`config.mk`:
```
export PLATFORM = sky130hd
export DESIGN_NAME = kmeans_apb_slave
export DESIGN_NICKNAME = d
export VERILOG_FILES = /design/src/rtl/kmeans_pkg.sv /design/src/rtl/kmeans_ram_window.sv /design/src/rtl/kmeans_apb_slave.sv
export SDC_FILE = /design/constraint.sdc
export NUM_CORES = 2
export LEC_CHECK = 0
export ABC_AREA = 1
export CORE_AREA = 3 3 489 491
export CTS_CLUSTER_DIAMETER = 200
export DETAILED_ROUTE_END_ITERATION = 10
export DIE_AREA = 0 0 492 494
export PLACE_DENSITY = 0.49
export SLEW_MARGIN = 20
export SYNTH_ARGS = -nofsm -noshare
export SYNTH_HDL_FRONTEND = slang
export SYNTH_SLANG_ARGS = --single-unit
```
`constraint.sdc`:
```
create_clock -name clk -period 4.2 [get_ports clk]
set_input_delay 0.42 -clock clk [delete_from_list [all_inputs] [get_ports clk]]
set_output_delay 0.42 -clock clk [all_outputs]
set_load 0.05 [all_outputs]
```
`src/rtl/kmeans_pkg.sv`:
```
// Shared definitions for the k-means APB register slice: register map, status bits, FSM states
package kmeans_pkg;

    // Bit positions inside the status register
    localparam int STATUS_BUSY = 0;
    localparam int STATUS_DONE = 1;

    // APB register indices (paddr values)
    typedef enum logic [3:0] {
        REG_STATUS   = 4'd0,
        REG_GO       = 4'd1,
        REG_CENT1    = 4'd2,
        REG_CENT2    = 4'd3,
        REG_CENT3    = 4'd4,
        REG_CENT4    = 4'd5,
        REG_CENT5    = 4'd6,
        REG_CENT6    = 4'd7,
        REG_CENT7    = 4'd8,
        REG_CENT8    = 4'd9,
        REG_RAM_ADDR = 4'd10,
        REG_RAM_DATA = 4'd11,
        REG_FIRST    = 4'd12,
        REG_LAST     = 4'd13
    } reg_idx_t;

    // APB transfer sequencing states
    typedef enum logic [1:0] {
        ST_IDLE     = 2'd0,
        ST_ACCESS   = 2'd1,
        ST_RAM_WAIT = 2'd2
    } apb_state_t;

endpackage

```
`src/rtl/kmeans_ram_window.sv`:
```
// Host window onto the split data RAM: address register, 91<->2x50-bit split/merge, access strobes
module kmeans_ram_window
    import kmeans_pkg::*;
#(
    parameter int addrWidth    = 9,
    parameter int dataWidth    = 91,
    parameter int ram_word_len = 50
) (
    input  logic                    clk,
    input  logic                    rst_n,
    input  logic                    access,
    input  logic                    pwrite,
    input  logic                    sel_addr,
    input  logic                    sel_data,
    input  logic                    busy,
    input  logic [dataWidth-1:0]    pwdata,
    output logic [addrWidth-1:0]    ram_addr,
    output logic                    ram_we,
    output logic                    ram_re,
    output logic [ram_word_len-1:0] ram_wdata_lo,
    output logic [ram_word_len-1:0] ram_wdata_hi,
    input  logic [ram_word_len-1:0] ram_rdata_lo,
    input  logic [ram_word_len-1:0] ram_rdata_hi,
    output logic [dataWidth-1:0]    rdata
);

    localparam int HiBits  = dataWidth - ram_word_len;
    localparam int PadBits = 2 * ram_word_len - dataWidth;

    logic unused_rdata_pad;

    // RAM address register; frozen while the core owns the RAM, never auto-increments
    always_ff @(posedge clk or negedge rst_n) begin
        if (!rst_n) begin
            ram_addr <= '0;
        end else if (access && pwrite && sel_addr && !busy) begin
            ram_addr <= pwdata[addrWidth-1:0];
        end
    end

    // Strobes only fire in the APB access cycle and never while the core is running
    assign ram_we = access && pwrite && sel_data && !busy;
    assign ram_re = access && !pwrite && sel_data && !busy;

    // Split a data point across both RAM halves, zero-padding the top of the high half
    assign ram_wdata_lo = pwdata[ram_word_len-1:0];
    assign ram_wdata_hi = {{PadBits{1'b0}}, pwdata[dataWidth-1:ram_word_len]};

    // Merge the halves back; the padding bits of the high half carry no data
    assign rdata            = {ram_rdata_hi[HiBits-1:0], ram_rdata_lo};
    assign unused_rdata_pad = ^ram_rdata_hi[ram_word_len-1:HiBits];

endmodule

```
`src/rtl/kmeans_apb_slave.sv`:
```
// APB responder and register file for the k-means accelerator
module kmeans_apb_slave
    import kmeans_pkg::*;
#(
    parameter int addrWidth     = 9,
    parameter int dataWidth     = 91,
    parameter int ram_word_len  = 50,
    parameter int centroid_num  = 8,
    parameter int log2_cent_num = 3
) (
    input  logic                              clk,
    input  logic                              rst_n,
    input  logic [addrWidth-1:0]              paddr,
    input  logic                              pwrite,
    input  logic                              psel,
    input  logic                              penable,
    input  logic [dataWidth-1:0]              pwdata,
    output logic [dataWidth-1:0]              prdata,
    output logic                              pready,
    output logic                              interupt,
    output logic                              core_start,
    output logic                              core_busy_o,
    output logic [centroid_num*dataWidth-1:0] cent_flat,
    output logic [addrWidth-1:0]              first_addr,
    output logic [addrWidth-1:0]              last_addr,
    input  logic                              core_done,
    input  logic                              core_cent_we,
    input  logic [log2_cent_num-1:0]          core_cent_idx,
    input  logic [dataWidth-1:0]              core_cent_data,
    output logic [addrWidth-1:0]              ram_addr,
    output logic                              ram_we,
    output logic                              ram_re,
    output logic [ram_word_len-1:0]           ram_wdata_lo,
    output logic [ram_word_len-1:0]           ram_wdata_hi,
    input  logic [ram_word_len-1:0]           ram_rdata_lo,
    input  logic [ram_word_len-1:0]           ram_rdata_hi
);

    apb_state_t               state;
    logic [dataWidth-1:0]     cent [centroid_num];
    logic                     busy;
    logic                     done;
    logic                     access;
    logic                     wr_en;
    logic                     sel_status;
    logic                     sel_go;
    logic                     sel_cent;
    logic                     sel_ram_addr;
    logic                     sel_ram_data;
    logic                     sel_first;
    logic                     sel_last;
    logic [log2_cent_num-1:0] cent_sel;
    logic [dataWidth-1:0]     ram_merged;
    logic [dataWidth-1:0]     reg_rdata;

    assign sel_status   = (paddr == addrWidth'(REG_STATUS));
    assign sel_go       = (paddr == addrWidth'(REG_GO));
    assign sel_cent     = (paddr >= addrWidth'(REG_CENT1)) && (paddr <= addrWidth'(REG_CENT8));
    assign sel_ram_addr = (paddr == addrWidth'(REG_RAM_ADDR));
    assign sel_ram_data = (paddr == addrWidth'(REG_RAM_DATA));
    assign sel_first    = (paddr == addrWidth'(REG_FIRST));
    assign sel_last     = (paddr == addrWidth'(REG_LAST));
    assign cent_sel     = log2_cent_num'(paddr - addrWidth'(REG_CENT1));

    assign access      = (state == ST_ACCESS) && psel && penable;
    assign wr_en       = access && pwrite;
    assign pready      = (access && !ram_re) || ((state == ST_RAM_WAIT) && psel);
    assign core_busy_o = busy;

    kmeans_ram_window #(
        .addrWidth    (addrWidth),
        .dataWidth    (dataWidth),
        .ram_word_len (ram_word_len)
    ) u_ram_window (
        .clk          (clk),
        .rst_n        (rst_n),
        .access       (access),
        .pwrite       (pwrite),
        .sel_addr     (sel_ram_addr),
        .sel_data     (sel_ram_data),
        .busy         (busy),
        .pwdata       (pwdata),
        .ram_addr     (ram_addr),
        .ram_we       (ram_we),
        .ram_re       (ram_re),
        .ram_wdata_lo (ram_wdata_lo),
        .ram_wdata_hi (ram_wdata_hi),
        .ram_rdata_lo (ram_rdata_lo),
        .ram_rdata_hi (ram_rdata_hi),
        .rdata        (ram_merged)
    );

    // APB transfer FSM; a RAM read inserts exactly one wait state
    always_ff @(posedge clk or negedge rst_n) begin
        if (!rst_n) begin
            state <= ST_IDLE;
        end else begin
            case (state)
                ST_IDLE:     if (psel && !penable) state <= ST_ACCESS;
                ST_ACCESS: begin
                    if (!psel)        state <= ST_IDLE;
                    else if (penable) state <= ram_re ? ST_RAM_WAIT : ST_IDLE;
                end
                ST_RAM_WAIT: state <= ST_IDLE;
                default:     state <= ST_IDLE;
            endcase
        end
    end

    // Core control: go launches the core, core_done completes it; a completion beats a status clear
    always_ff @(posedge clk or negedge rst_n) begin
        if (!rst_n) begin
            busy       <= 1'b0;
            done       <= 1'b0;
            interupt   <= 1'b0;
            core_start <= 1'b0;
        end else begin
            core_start <= 1'b0;
            if (core_done) begin
                busy     <= 1'b0;
                done     <= 1'b1;
                interupt <= 1'b1;
            end else if (wr_en && sel_status) begin
                done     <= 1'b0;
                interupt <= 1'b0;
            end
            if (wr_en && sel_go && pwdata[0] && !busy) begin
                core_start <= 1'b1;
                busy       <= 1'b1;
                interupt   <= 1'b0;
            end
        end
    end

    // Valid RAM address range, locked while the core is running
    always_ff @(posedge clk or negedge rst_n) begin
        if (!rst_n) begin
            first_addr <= '0;
            last_addr  <= '0;
        end else if (wr_en && !busy) begin
            if (sel_first) first_addr <= pwdata[addrWidth-1:0];
            if (sel_last)  last_addr  <= pwdata[addrWidth-1:0];
        end
    end

    // Centroid registers; core write-back is applied last so it wins over a host write
    always_ff @(posedge clk or negedge rst_n) begin
        if (!rst_n) begin
            for (int i = 0; i < centroid_num; i++) cent[i] <= '0;
        end else begin
            if (wr_en && sel_cent && !busy) cent[cent_sel] <= pwdata;
            if (core_cent_we) cent[core_cent_idx] <= core_cent_data;
        end
    end

    // Flatten centroids for the core, centroid 1 in the least significant slot
    always_comb begin
        cent_flat = '0;
        for (int i = 0; i < centroid_num; i++) cent_flat[i*dataWidth +: dataWidth] = cent[i];
    end

    // Read value of the addressed non-RAM register; unmapped and go read as zero
    always_comb begin
        reg_rdata = '0;
        if (sel_status) begin
            reg_rdata[STATUS_BUSY] = busy;
            reg_rdata[STATUS_DONE] = done;
        end else if (sel_cent) begin
            reg_rdata = cent[cent_sel];
        end else if (sel_ram_addr) begin
            reg_rdata[addrWidth-1:0] = ram_addr;
        end else if (sel_first) begin
            reg_rdata[addrWidth-1:0] = first_addr;
        end else if (sel_last) begin
            reg_rdata[addrWidth-1:0] = last_addr;
        end
    end

    // Read data is only driven while the transfer completes
    always_comb begin
        prdata = '0;
        if ((state == ST_RAM_WAIT) && psel) prdata = ram_merged;
        else if (pready)                    prdata = reg_rdata;
    end

endmodule

```
After elaboration in Yosys (flattened, before gate mapping)
Index checks and enable logic that the tools add are counted.

Multiplexer cells: 31. Bitwise operators: 2. Reduce and logical (&&, ||, !) cells: 36. Equal/unequal tests: 9. $add $sub $neg: 1. $lt $le $gt $ge: 6.

Operators by type and width (count): $bwmux 728 (2); $mux 728 (2); $demux 91 s3 (2); $mux 91 (6); $bmux 91 s3 (1); $mux 89 (1); $mux 82 (1); $eq 9x4->1 const B (4); $mux 9 (4); $logic_and 1x1->1 (23); $mux 2 (5); $eq 9x1->1 const B (1); $ge 9x2->1 const B (1); $le 9x4->1 const B (1); $logic_not 9->1 (1); $ge 4x4->1 const B (2); $lt 4x1->1 const B (2); $not 3->4 (2); $mux 1 (6); $reduce_and 2->1 (3); $logic_not 1->1 (4); $pmux 2 s2 (1); $reduce_bool 2->1 (2); $ne 3x3->1 const B (1); other kinds (7) (7).

Bits of input ports: 301. Flip-flop bits (word level): 761. Logic and storage cells: 101.

Longest topological paths before layout
Depth after elaboration: 11. Depth in mapped cells: 14. Depth with buffers taken out: 12.

Hierarchy
Synthesis repeated with hierarchy kept, for this count alone.

Cell total of the unflattened synthesis: 7634. Area total of the unflattened synthesis: 49825.3 µm².

By module, submodules not included: kmeans_apb_slave (seq. area each 18818.0 µm², instances 1, area each 47978.5 µm², cells each 7396); kmeans_ram_window (seq. area each 225.2 µm², instances 1, area each 1846.8 µm², cells each 238).

Least setup slack after synthesis
OpenSTA, ideal clock, no wires.

Path type: input to output. Start point: input paddr[1]. End point: output prdata[9]. Arrival time: 2.677 ns. Setup slack: 1.103 ns. Cell stages on the path: 8. Data required time: 3.780 ns. Cell sequence: nand2_1 clkbuf_1 clkbuf_1 buf_1 o2111ai_1 nand2_1 nand3_1 o21ai_0.

Word-level cells in the longest chain between the ends: 9.

Ends and longest elaborated chain: start: declaration (line kmeans_apb_slave.sv:13) `input logic [addrWidth-1:0] paddr,`; $sub 3x2->3 (line kmeans_apb_slave.sv:63) `assign cent_sel = log2_cent_num'(paddr - addrWidth'(REG_CENT1));`; $not 3->4 (not written as such) (line kmeans_apb_slave.sv:169) `reg_rdata = cent[cent_sel];`; $bmux 91 s3 (line kmeans_apb_slave.sv:169); $mux 91 (not written as such) (2 in a row) (line kmeans_apb_slave.sv:169); $mux 82 (line kmeans_apb_slave.sv:168) `end else if (sel_cent) begin`; $mux 89 (line kmeans_apb_slave.sv:165) `if (sel_status) begin`; $mux 91 (*) (line kmeans_apb_slave.sv:183) `else if (pready) prdata = reg_rdata;`; $mux 91 (*) (line kmeans_apb_slave.sv:182) `if ((state == ST_RAM_WAIT) && psel) prdata = ram_merged;`; end: declaration (line kmeans_apb_slave.sv:18) `output logic [dataWidth-1:0] prdata,`.

Every way passes the cells marked *; elsewhere a longest branch is shown, timed or not. The select of a mux whose other input is x is not followed.

Worst setup path in the final report
Start point: input paddr[2]. End point: output prdata[44].

The elaborated chain is that of the path after synthesis.

==> tab_implementation.tex <==
\begin{tabular}{lr}
\hline
Metric & Value \\
\hline
\multicolumn{2}{l}{\textbf{Outcome}} \\
Status & completed \\
\multicolumn{2}{l}{\textbf{Placement}} \\
Placed wire-length estimate & 248000 um \\
Cell Area, Placed & 66900 um\^{}2 \\
Number of I/O port buffers & 1234 \\
Global placer's final weighted congestion & 0.931 \\
\multicolumn{2}{l}{\textbf{Logic synthesis}} \\
Largest cells by area after synthesis & sky130\_fd\_sc\_hd\_\_dfrtp\_1 38\%, sky130\_fd\_sc\_hd\_\_nand2\_1 24\%, sky130\_fd\_sc\_hd\_\_nand3\_1 12\%, sky130\_fd\_sc\_hd\_\_inv\_1 6.3\%, sky130\_fd\_sc\_hd\_\_nand4\_1 3.5\% \\
Area leader, netlist & sky130\_fd\_sc\_hd\_\_dfrtp\_1 \\
Avg Cell Area, Syn & 6.41 um\^{}2 \\
Fraction of synthesized cell area taken by the top area cell type & 38.0\% \\
Cell area after synthesis & 50100 um\^{}2 \\
Synthesized instance count & 7811 \\
Most numerous cell in the Yosys netlist & sky130\_fd\_sc\_hd\_\_nand2\_1 \\
Sequential area share after synthesis & 38.0\% \\
Async set or reset register ratio after synthesis & 100\% \\
Top FF cell, synth & sky130\_fd\_sc\_hd\_\_dfrtp\_1 \\
Warning count from the yosys run & 0 \\
Most frequent cells after synthesis & 3250 x sky130\_fd\_sc\_hd\_\_nand2\_1, 1189 x sky130\_fd\_sc\_hd\_\_nand3\_1, 838 x sky130\_fd\_sc\_hd\_\_inv\_1 \\
Distinct cells, synth & 31 \\
EDFF count, synth & 0 \\
Flip-flop and latch count after synthesis & 761 \\
\multicolumn{2}{l}{\textbf{Global routing}} \\
GR met2 Demand/Resource & 43.5\% \\
Via count of the first global-routing pass & 58200 \\
Highest-utilization routing layer at the global route stage & met2 \\
Overflow left after global routing & 0 \\
Tot GR Track Use & 28.8\% \\
Largest net degree at the start of global routing & 92 \\
First-pass GRT wire length & 497000 um \\
Met3 capacity usage during global routing & 8.11\% \\
Met1 usage in global routing & 36.7\% \\
Initial antenna violation count & 55 \\
\multicolumn{2}{l}{\textbf{Floorplanning}} \\
Initial cell density of the core & 21.3\% \\
Site row count & 178 \\
Chip height & 494 um \\
Die Wd & 492 um \\
Die Footprint & 243000 um\^{}2 \\
Number of ports placed on the die boundary & 1253 \\
CORE AREA & 235000 um\^{}2 \\
\multicolumn{2}{l}{\textbf{Detailed routing}} \\
Post-route DRC & 0 \\
Detail-routed via count per cell & 5.21 \\
Length of the first detailed-routing pass in iterations & 6 \\
Count of vias placed by the detailed router & 62100 \\
Routed WL per cell & 30.7 um \\
Antenna viol nets, final & 0 \\
Starting DRC count in detailed routing & 8250 \\
Final wirelength & 367000 um \\
\multicolumn{2}{l}{\textbf{Layout}} \\
Share of the core filled with cells & 30.0\% \\
Fraction of layout cells with a size suffix above 1 & 7.73\% \\
Area overhead of the layout relative to synthesis & 40.9\% \\
Number of nets in the final layout & 8977 \\
Sequential cell area & 19000 um\^{}2 \\
Cell area after layout & 70600 um\^{}2 \\
Area of combinational cells with multiple inputs & 24900 um\^{}2 \\
Number of fillers in the final layout & 25700 \\
\multicolumn{2}{l}{\textbf{Power and ir drop}} \\
Maximum vdd drop & 0.000322 V \\
Leakage power of the design & 34.2 nW \\
Overall power of the completed layout & 35.4 mW \\
PwrDens & 501 nW/um\^{}2 \\
\multicolumn{2}{l}{\textbf{Critical path}} \\
Slowest stage delay, CP & 0.58 ns \\
Maximum fanout along the worst path & 26 \\
Buffer and inverter count on the worst path & 6 \\
R2R Path Start & state[1]\$\_DFFE\_PN0P\_ \\
Sort of element at the end of the critical path & output pin \\
Data required time at the worst endpoint & 3.78 ns \\
Critical path class & input pin to output pin \\
Reg2reg path depth & 11 \\
Worst-case register-to-register setup slack & 1.22 ns \\
Number of cells on the critical path & 14 \\
Terminus of the critical flop-to-flop path & cent\_flat[574]\$\_DFF\_PN0\_ \\
Type of element launching the critical path & input pin \\
CP arrival & 3.66 ns \\
Cell family contributing the most delay on the critical path & buffers and inverters \\
Slowest-stage cell, CP & sky130\_fd\_sc\_hd\_\_clkdlybuf4s50\_1 \\
Sequence of cells on the critical path & clkdlybuf4s50\_1, inv\_1, ha\_4, nand2\_1, nand2\_1, nand3\_1, nand2\_1, nor2\_4, buf\_12, buf\_12, nand3\_1, o21ai\_1, buf\_4, buf\_12 \\
\multicolumn{2}{l}{\textbf{Clock tree}} \\
Later-pin clock latency in the skew report & 0.83 ns \\
Register clock-pin slew on the reported worst setup and hold paths & 0.06 ns \\
Number of sinks on the clock net & 761 \\
Maximum buffer depth of the clock tree & 3 \\
TritonCTS buffer count & 104 \\
Clock tree from TritonCTS & built \\
\# H-tree levels & 3 \\
Setup fix buffers added after clock tree synthesis & 0 \\
CTS Root Cell & sky130\_fd\_sc\_hd\_\_clkbuf\_16 \\
\multicolumn{2}{l}{\textbf{STA}} \\
Relative slew slack & 17.1\% \\
Final period util & 97.2\% \\
Unrepaired setup endpoints after global routing & false \\
Number of slew-limit violations in the final report & 0 \\
Setup violation total in the final timing report & 0 \\
Slew @ Worst Pin & 1.24 ns \\
Sum of negative setup slack & 0 ns \\
Final critical delay including setup and external delays & 4.08 ns \\
Final Hold Violating Endpoints & 0 \\
Highest achievable clock rate & 0.245 GHz \\
Layout Skew & 0.0818 ns \\
\multicolumn{2}{l}{\textbf{Min path}} \\
Worst Hold End & state[0]\$\_DFFE\_PN0P\_ \\
Hold Startpoint & penable \\
Hold Path Class & input pin to flip-flop \\
Number of instances on the worst hold path & 2 \\
\multicolumn{2}{l}{\textbf{Run}} \\
Max\_cap viols & 0 \\
\hline
\end{tabular}
-- cell type report --
cell class,instances,area share (%)
Antenna cell,24,0.0851
Inverter,861,4.68
Tap cell,3150,5.58
Sequential cell,761,27.0
Clock buffer,154,4.38
Multi-Input combinational cell,5499,35.2
Clock inverter,35,0.784
Timing Repair Buffer,1444,22.3
-- per-layer routing --
metal  up-vias  part of all wire [%]
li1      26500                     -
met1     30100                    39
met2      4564                    43
met3       863                    11
met4        28                   6.7
met5         -                 0.055
-- layout by cell type, fill, tap and decap left out, drive strengths merged --
cell type      synthesis  final
a22oi                  3      3
nor4                   1      1
o22ai                 31     31
o21bai                 1      1
conb                   1      9
inv                  847    851
nor2                  72     72
o21ai                323    323
dlygate4sd3            0      1
nand2               3250   3250
diode                  0     24
nand3b                 3      3
clkdlybuf4s50          0   1139
dfrtp                761    761
clkinvlp               0      2
a21o                   1      1
o2111ai              151    151
or2                  152    152
nor3                   4      4
nand4                282    282
clkinv                14     35
a21oi                 16     16
clkbuf               386    154
ha                     5      5
nand3               1195   1195
bufinv                 0      8
buf                  312    304
-- through the flow --
| stage | hold slack (ns) | worst slack [ns] | cells |
|---|---|---|---|
| 2_1_floorplan | 0.124 | 1.10 | 7819 |
| 3_3_place_gp | 0.445 | 0.176 | 11700 |
| 3_5_place_dp | 0.455 | 0.187 | 11700 |
| 4_1_cts | 0.139 | 0.166 | 11900 |
| 5_1_grt | 0.204 | 0.0879 | 11900 |
| 6_report | 0.238 | 0.119 | 11900 |
-- logic make-up after synthesis --
group / synth area share [%]
AOI/OAI and AO/OA: 6.49
adders and majority gates: 0.125
buffers and inverters: 12.9
DFF: 38.0
other: 0.00748
and+or+nand+nor: 42.4
-- where the power goes --
part	internal, mW	switching [mW]	leakage, nW
registers	8.78	1.77	9.17
clock network	5.60	4.13	1.78
logic	4.44	10.6	23.3
-- state kept, by name, indices dropped and copies added (netlist names) --
signal	count
cent_flat	728
core_busy_o	1
core_start	1
done	1
first_addr	9
interupt	1
last_addr	9
state	2
u_ram_window.ram_addr	9
-- worst max-delay path by stage --
| stage | from | to |
|---|---|---|
| 6_report | paddr[2] | prdata[44] |
| 5_1_grt | paddr[2] | prdata[44] |
| 4_1_cts | paddr[2] | prdata[44] |
| 3_5_place_dp | paddr[2] | prdata[44] |
| 3_3_place_gp | paddr[2] | prdata[44] |
| 2_1_floorplan | paddr[1] | prdata[9] |
-- timing repair --
action                                 in CTS  in global routing
setup endpoints to repair                   0                  0
endpoints found under the hold margin      46                  0
gates resized for setup                     0                  0
hold buffers                                1                  0
Power figures use the tool's default switching activity.
